--- src/rtl/ssbr_lane_pkg.sv ---
// Shared types and defaults for the shift-register lane arbiter.
package ssbr_lane_pkg;

  localparam int unsigned SSBR_WIDTH_DEF = 4;
  localparam int unsigned SSBR_CNT_W_DEF = $clog2(SSBR_WIDTH_DEF);

  typedef enum logic [1:0] {
    ST_IDLE  = 2'd0,
    ST_SHIFT = 2'd1,
    ST_DONE  = 2'd2
  } ssbr_state_t;

  function automatic int unsigned ssbr_cnt_w(input int unsigned width);
    return $clog2(width);
  endfunction

endpackage

--- src/rtl/rr_arb_2.sv ---
// Two-requester arbiter, round-robin by default, fixed priority under SSBR_ARB_FIXED_PRIO_EN.
// Latency: grant is combinational; pointer moves one cycle after accept. No backpressure of its own.
module rr_arb_2 (
  input  logic       clk,
  input  logic       rst,
  input  logic [1:0] req,
  input  logic       en,
  input  logic       accept,
  output logic [1:0] gnt
);

`ifdef SSBR_ARB_FIXED_PRIO_EN

  logic unused_arb_sig;
  assign unused_arb_sig = ^{clk, rst, accept};

  always_comb begin
    gnt = 2'b00;
    if (en) begin
      if (req[0])      gnt = 2'b01;
      else if (req[1]) gnt = 2'b10;
    end
  end

`else

  // ptr = 1 means requester 1 wins a tie
  logic ptr;

  always_comb begin
    gnt = 2'b00;
    if (en) begin
      if (req == 2'b11) gnt = ptr ? 2'b10 : 2'b01;
      else              gnt = req;
    end
  end

  always_ff @(posedge clk or posedge rst) begin
    if (rst)         ptr <= 1'b0;
    else if (accept) ptr <= gnt[0];
  end

`endif

endmodule

--- src/rtl/ssbr_lane_arb.sv ---
// Shares one serial shift-register lane between two requesters; SSBR_ARB_FIXED_PRIO_EN selects fixed priority.
// Latency: WIDTH shift cycles then a one-cycle response; no response backpressure, grants only in IDLE/DONE.
module ssbr_lane_arb
  import ssbr_lane_pkg::*;
#(
  parameter int unsigned WIDTH = SSBR_WIDTH_DEF
) (
  input  logic               clk,
  input  logic               rst,
  input  logic [1:0]         req_valid,
  output logic [1:0]         req_ready,
  input  logic [1:0]         req_dir,
  input  logic [2*WIDTH-1:0] req_data,
  output logic [1:0]         rsp_valid,
  output logic [WIDTH-1:0]   rsp_data,
  output logic               ssbr_d,
  output logic               ssbr_dir,
  output logic               ssbr_shift,
  input  logic               ssbr_ql,
  input  logic               ssbr_qr,
  output logic               busy
);

  localparam int unsigned CNT_W = ssbr_cnt_w(WIDTH);
  localparam logic [CNT_W-1:0] CNT_LAST = CNT_W'(WIDTH - 1);

  typedef struct packed {
    logic [WIDTH-1:0] word;
    logic             dir;
    logic             owner;
  } xfer_t;

  ssbr_state_t      state;
  logic [CNT_W-1:0] cnt;
  logic [WIDTH-1:0] capture;
  xfer_t            xfer;

  logic [1:0] gnt;
  logic       arb_en;
  logic       acc_vld;
  logic       ret_bit;
  xfer_t      xfer_nxt;

  // Granting is blocked while reset is held so req_ready reads 0 during reset.
  assign arb_en  = ((state == ST_IDLE) || (state == ST_DONE)) && !rst;
  assign acc_vld = |(req_valid & gnt);

  rr_arb_2 u_arb (
    .clk    (clk),
    .rst    (rst),
    .req    (req_valid),
    .en     (arb_en),
    .accept (acc_vld),
    .gnt    (gnt)
  );

  assign req_ready = gnt;

  always_comb begin
    xfer_nxt       = '0;
    xfer_nxt.owner = gnt[1];
    xfer_nxt.dir   = gnt[1] ? req_dir[1] : req_dir[0];
    xfer_nxt.word  = gnt[1] ? req_data[2*WIDTH-1:WIDTH] : req_data[WIDTH-1:0];
  end

  assign ret_bit = xfer.dir ? ssbr_qr : ssbr_ql;

  always_ff @(posedge clk or posedge rst) begin
    if (rst) begin
      state   <= ST_IDLE;
      cnt     <= '0;
      capture <= '0;
      xfer    <= '0;
    end else begin
      case (state)
        ST_IDLE, ST_DONE: begin
          cnt <= '0;
          if (acc_vld) begin
            xfer  <= xfer_nxt;
            state <= ST_SHIFT;
          end else begin
            state <= ST_IDLE;
          end
        end
        ST_SHIFT: begin
          capture[cnt] <= ret_bit;
          if (cnt == CNT_LAST) begin
            cnt   <= '0;
            state <= ST_DONE;
          end else begin
            cnt <= cnt + CNT_W'(1);
          end
        end
        default: begin
          cnt   <= '0;
          state <= ST_IDLE;
        end
      endcase
    end
  end

  // Lane and response outputs decode from state/cnt and the latched transfer only.
  assign busy       = (state == ST_SHIFT);
  assign ssbr_shift = busy;
  assign ssbr_dir   = busy & xfer.dir;
  assign ssbr_d     = busy & xfer.word[cnt];
  assign rsp_valid  = (state == ST_DONE) ? (xfer.owner ? 2'b10 : 2'b01) : 2'b00;
  assign rsp_data   = (state == ST_DONE) ? capture : '0;

endmodule

--- config.mk ---
export PLATFORM = sky130hd
export DESIGN_NAME = ssbr_lane_arb
export DESIGN_NICKNAME = d
export VERILOG_FILES = /design/src/rtl/ssbr_lane_pkg.sv /design/src/rtl/rr_arb_2.sv /design/src/rtl/ssbr_lane_arb.sv
export SDC_FILE = /design/constraint.sdc
export NUM_CORES = 1
export LEC_CHECK = 0
export CORE_MARGIN = 2
export CORE_UTILIZATION = 42
export DETAILED_ROUTE_END_ITERATION = 16
export GPL_TIMING_DRIVEN = 0
export PLACE_DENSITY_LB_ADDON = 0.2
export SLEW_MARGIN = 10
export SYNTH_ARGS = -nofsm -noshare
export SYNTH_HDL_FRONTEND = slang
export SYNTH_SLANG_ARGS = --single-unit
--- constraint.sdc ---
create_clock -name clk -period 3.7 [get_ports clk]
set_input_delay 0.74 -clock clk [delete_from_list [all_inputs] [get_ports clk]]
set_output_delay 0.74 -clock clk [all_outputs]
set_load 0.05 [all_outputs]
# Yosys cells after proc, flatten, opt, wreduce, memory -nomap -nowiden
# Cells that the tools add are included.
[op_classes]
n_mux = 19
eq_ne = 5
shift = 0
bitwise_logic = 3
reduce_logical = 8
add_sub_neg = 1
n_mul = 0
div_mod_pow = 0
n_lt_le_gt_ge = 2
[ops]
columns = ["cell", "count"]
rows = [
  ["2-bit two-way mux", 8],
  ["4-bit two-way mux", 2],
  ["2-bit equality test, second input constant", 3],
  ["1-bit two-way mux", 5],
  ["4-bit bitwise mux", 1],
  ["2-bit case mux with 2 select lines", 1],
  ["2-bit OR reduction", 2],
  ["2-bit by 3-bit < comparator with 1-bit output, second input constant", 1],
  ["2-bit by 1-bit adder with 2-bit output, second input constant", 1],
  ["1-bit AND", 2],
  ["2-bit AND", 1],
  ["1-bit binary-select mux with 2-bit select", 1],
  ["1-bit demux with 2-bit select", 1],
  ["2-bit by 1-bit equality test with 1-bit output, second input constant", 1],
  ["2-bit by 1-bit greater-or-equal comparator with 1-bit output, second input constant", 1],
  ["1-bit logical AND", 2],
  ["2-bit zero test", 1],
  ["2-bit by 1-bit inequality test with 1-bit output, second input constant", 1],
  ["2-bit AND reduction", 1],
  ["1-bit zero test", 1],
  ["1-bit logical OR", 1],
]
[word_totals]
mem_bits_ro = 0
ram_bits = 0
ff_bits = 15
latch_bits = 0
out_inout_bits = 12
memories = 0
inputBits = 16
elab_cells = 45

# Depth between registers and ports, before layout
[depth]
word_depth = 8
ltp_mapped = 5
mapped_depth_nobuf = 4

# Cells and area by module
# A second synthesis with hierarchy kept.
[hier_totals]
hier_cells = 73
area_unflattened_um2 = 840.8
[modules_own_cells]
columns = ["mod", "instances", "cells_each", "area_per_inst_um2", "seq_area_each_um2"]
rows = [
  ["ssbr_lane_arb", 1, 64, 772.0, 350.3],
  ["rr_arb_2", 1, 9, 68.8, 25.0],
]

# Worst setup path after synthesis
# Ideal clock, no wire load.
[synth_path]
kind = "input to output"
start = "input rst"
end = "output req_ready[1]"
arrival_time_ns = 1.409
slack_ns = 1.551
n_path_buf = 2
stages = 4
required_ns = 2.960
cell_sequence = "nor2_4 -> and3_4 -> buf_6 -> buf_4"
[synth_lines]
columns = ["item", "line", "text"]
rows = [
  ["start, declared", "ssbr_lane_arb.sv:9", "input logic rst,"],
  ["end, declared", "ssbr_lane_arb.sv:11", "output logic [1:0] req_ready,"],
]

==> run metrics <==
initial antenna violation count 0; CP top delay family buffers and inverters; hold buffers post-CTS 0; HPWL Detailed 1341 um; status completed; Post-Synth Adder-Cell Area around 5.7%; H-Tree Depth 1; final instance area 1204 um2; peak supply drop 347.4 uV; unrepaired setup endpoints after global routing no; met1 Use GR 18.48%; Area after DPL 1177 um2; setup_tns 0 ps; Sink Count 15; FF-to-FF End xfer[4]$_DFFE_PP0P_; Cells after Synth 84; Min-Delay Startpoint u_arb.ptr$_DFFE_PP0P_; die width 49.86 um; Detailed Routing Iterations Pass 1 4; P_leak 0.5096 nW; WHS Endpoint u_arb.ptr$_DFFE_PP0P_; Buf/Inv on CP 4; YS warnings 0; placeable core area between 1500 and 2000 um2; 1st-iter DRT viols 8; postcts setup bufs 0; Synthesized Nets 104; Startpoint Class input port; Via Count 697; Core Util, Final 60.73%; main combinational cell family by area after synthesis compound AO/OA/AOI/OAI gates; Slew Limit Headroom 62.36%; Avg Cell Area, Syn 10.52 um2; dpl cells 137; Layout area overhead 36.26%; simple-gate share of the synthesized area between 10% and 20%; number of global-route vias before repair 627; Tot GR Track Use 15.21%; Yosys reg bits 15; worst setup margin approximately 280 ps; Pins Over Slew Limit 0; most common cell after layout, fill and taps aside clkdlybuf4s50_1; Routed WL roughly 1700 um; post-route ant nets 0; # DRC 0; highest-count cells in the layout ignoring fill and taps clkdlybuf4s50_1, dfrtp_1, inv_1, and2_1; Power Total between 800 and 900 uW; Final Non-Filler Cells between 100 and 150; TritonCTS clock tree built; largest net degree at the start of global routing 16; pwr dens 719.2 nW/um2; f_max 292.6 MHz; final setup fails 0; fin crit period 3418 ps; met3 Resource Use GR 2.727%; clk root buf clkbuf_4; library cells used by synthesis 26; M2 GR Usage 26.00%; Crit Path Class in2out; I/O Pins 28; register area share after synthesis 42.49%; Worst Reg-to-Reg Cells 4; most numerous cell on the critical path clkdlybuf4s50_1; Critical Path, Cell by Cell clkdlybuf4s50_1 -> nor2_4 -> and3_4 -> buf_6 -> buf_4 -> clkdlybuf4s50_1; latest clock arrival within the worst-skew pair 280 ps; RePlAce Congestion 0.7671; slowest CP cell clkdlybuf4s50_1; Die Area 2486 um2; Final Hold Vio Count 0; CP max FO 10; slowest stage delay, CP ~790 ps; worst slew pin tran 564.0 ps; Worst Clk Skew 1.123 ps; ANT cells 0; GRT Residual Overflow 0; # port buffers 26; WP data arrival 2680 ps; Synth Area in Compound Gates 20.68%; Hold WS 514.1 ps; gr busiest metal met2; chip height 49.86 um; clk slew on worst S/H paths 80 ps; Vias/cell 4.943; R2R setup slack 2390 ps; worst min-delay path class reg2reg; maximum clock path buffer count 2; max_cap viols 0; post-place setup slack 282.3 ps; drt wl/cell 11.75 um; WHS Path Cells 1; xor and xnor area share after synthesis 0%; Num CTS Buffers 3; num rows 16; post-cts repair resize count 0; critical path required time 2960 ps; synthesized area roughly 900 um2; CP endpoint kind output pin; Initial Util 44.57%; multiplexer area fraction after synthesis 3.683%; layout cells sized above 1 15.79%; fin crit share 92.37%; R2R Path Start u_arb.ptr$_DFFE_PP0P_; nets 135; first-pass GRT wire length 2842 um
==> state kept, by name, indices dropped and copies added (netlist names) <==
signal and count:
cnt 2, xfer 6, capture 4, u_arb.ptr 1
state 2
==> synth_stat cells <==
master / count / area, um2
a21oi_1: 6 / 30.03
a31oi_1: 4 / 25.02
and2_1: 10 / 62.56
and3_1: 1 / 6.260
and3_4: 1 / 11.26
buf_2: 1 / 5.000
buf_4: 2 / 15.01
buf_6: 2 / 22.52
dfrtp_1: 15 / 375.4
ha_1: 4 / 50.05
inv_1: 10 / 37.54
mux2i_1: 1 / 10.01
mux4_2: 1 / 22.52
nand2_1: 1 / 3.750
nand2b_1: 1 / 6.260
nand2b_2: 1 / 8.760
nand4_1: 5 / 31.28
nor2_1: 1 / 3.750
nor2_4: 1 / 11.26
nor2b_1: 1 / 6.260
nor3_1: 1 / 5.000
o21ai_0: 6 / 30.03
o21ai_2: 1 / 8.760
o21bai_1: 1 / 7.510
o311ai_2: 5 / 81.33
or2_1: 1 / 6.260
==> cells by family after synthesis <==
group,Yosys count
AO/OA/AOI/OAI,23
flip-flops,15
buffers and inverters,15
multiplexers,2
AND/OR/NAND/NOR,25
adder cells (fa/ha/maj),4
==> layer usage <==
| layer | wire length, um | share of wire [%] |
|---|---|---|
| met1 | 722 | 44 |
| met2 | 835 | 50 |
| met3 | 68 | 4.1 |
| met4 | 31 | 1.9 |
| met5 | 0 | 0 |
==> how the worst max path moves through the flow <==
| stage | startpoint | endpoint | slack, ps | depth (start not counted) |
|---|---|---|---|---|
| final | rst | req_ready[1] | 280 | 6 |
| after CTS | rst | req_ready[1] | 270 | 6 |
| after global routing | rst | req_ready[1] | 230 | 6 |
| after detailed placement | rst | req_ready[1] | 280 | 6 |
| after global placement | rst | req_ready[1] | 280 | 6 |
| after floorplan | rst | req_ready[1] | 1550 | 4 |
==> power breakdown <==
group          total, mW  internal [mW]  switching [mW]
clock network     0.0916         0.0418          0.0498
logic              0.479          0.205           0.275
registers          0.295          0.242          0.0527
==> area by class of cell <==
cell class,instances,area [um2]
Multi-Input combinational cell,54,427.9
Clock buffer,4,26.28
Sequential cell,15,375.4
Tap cell,27,33.78
Buffer,5,42.54
Inverter,10,37.54
Fill cell,166,778.2
Timing Repair Buffer,26,260.3
Note: power is estimated with default switching activity, not from simulation.
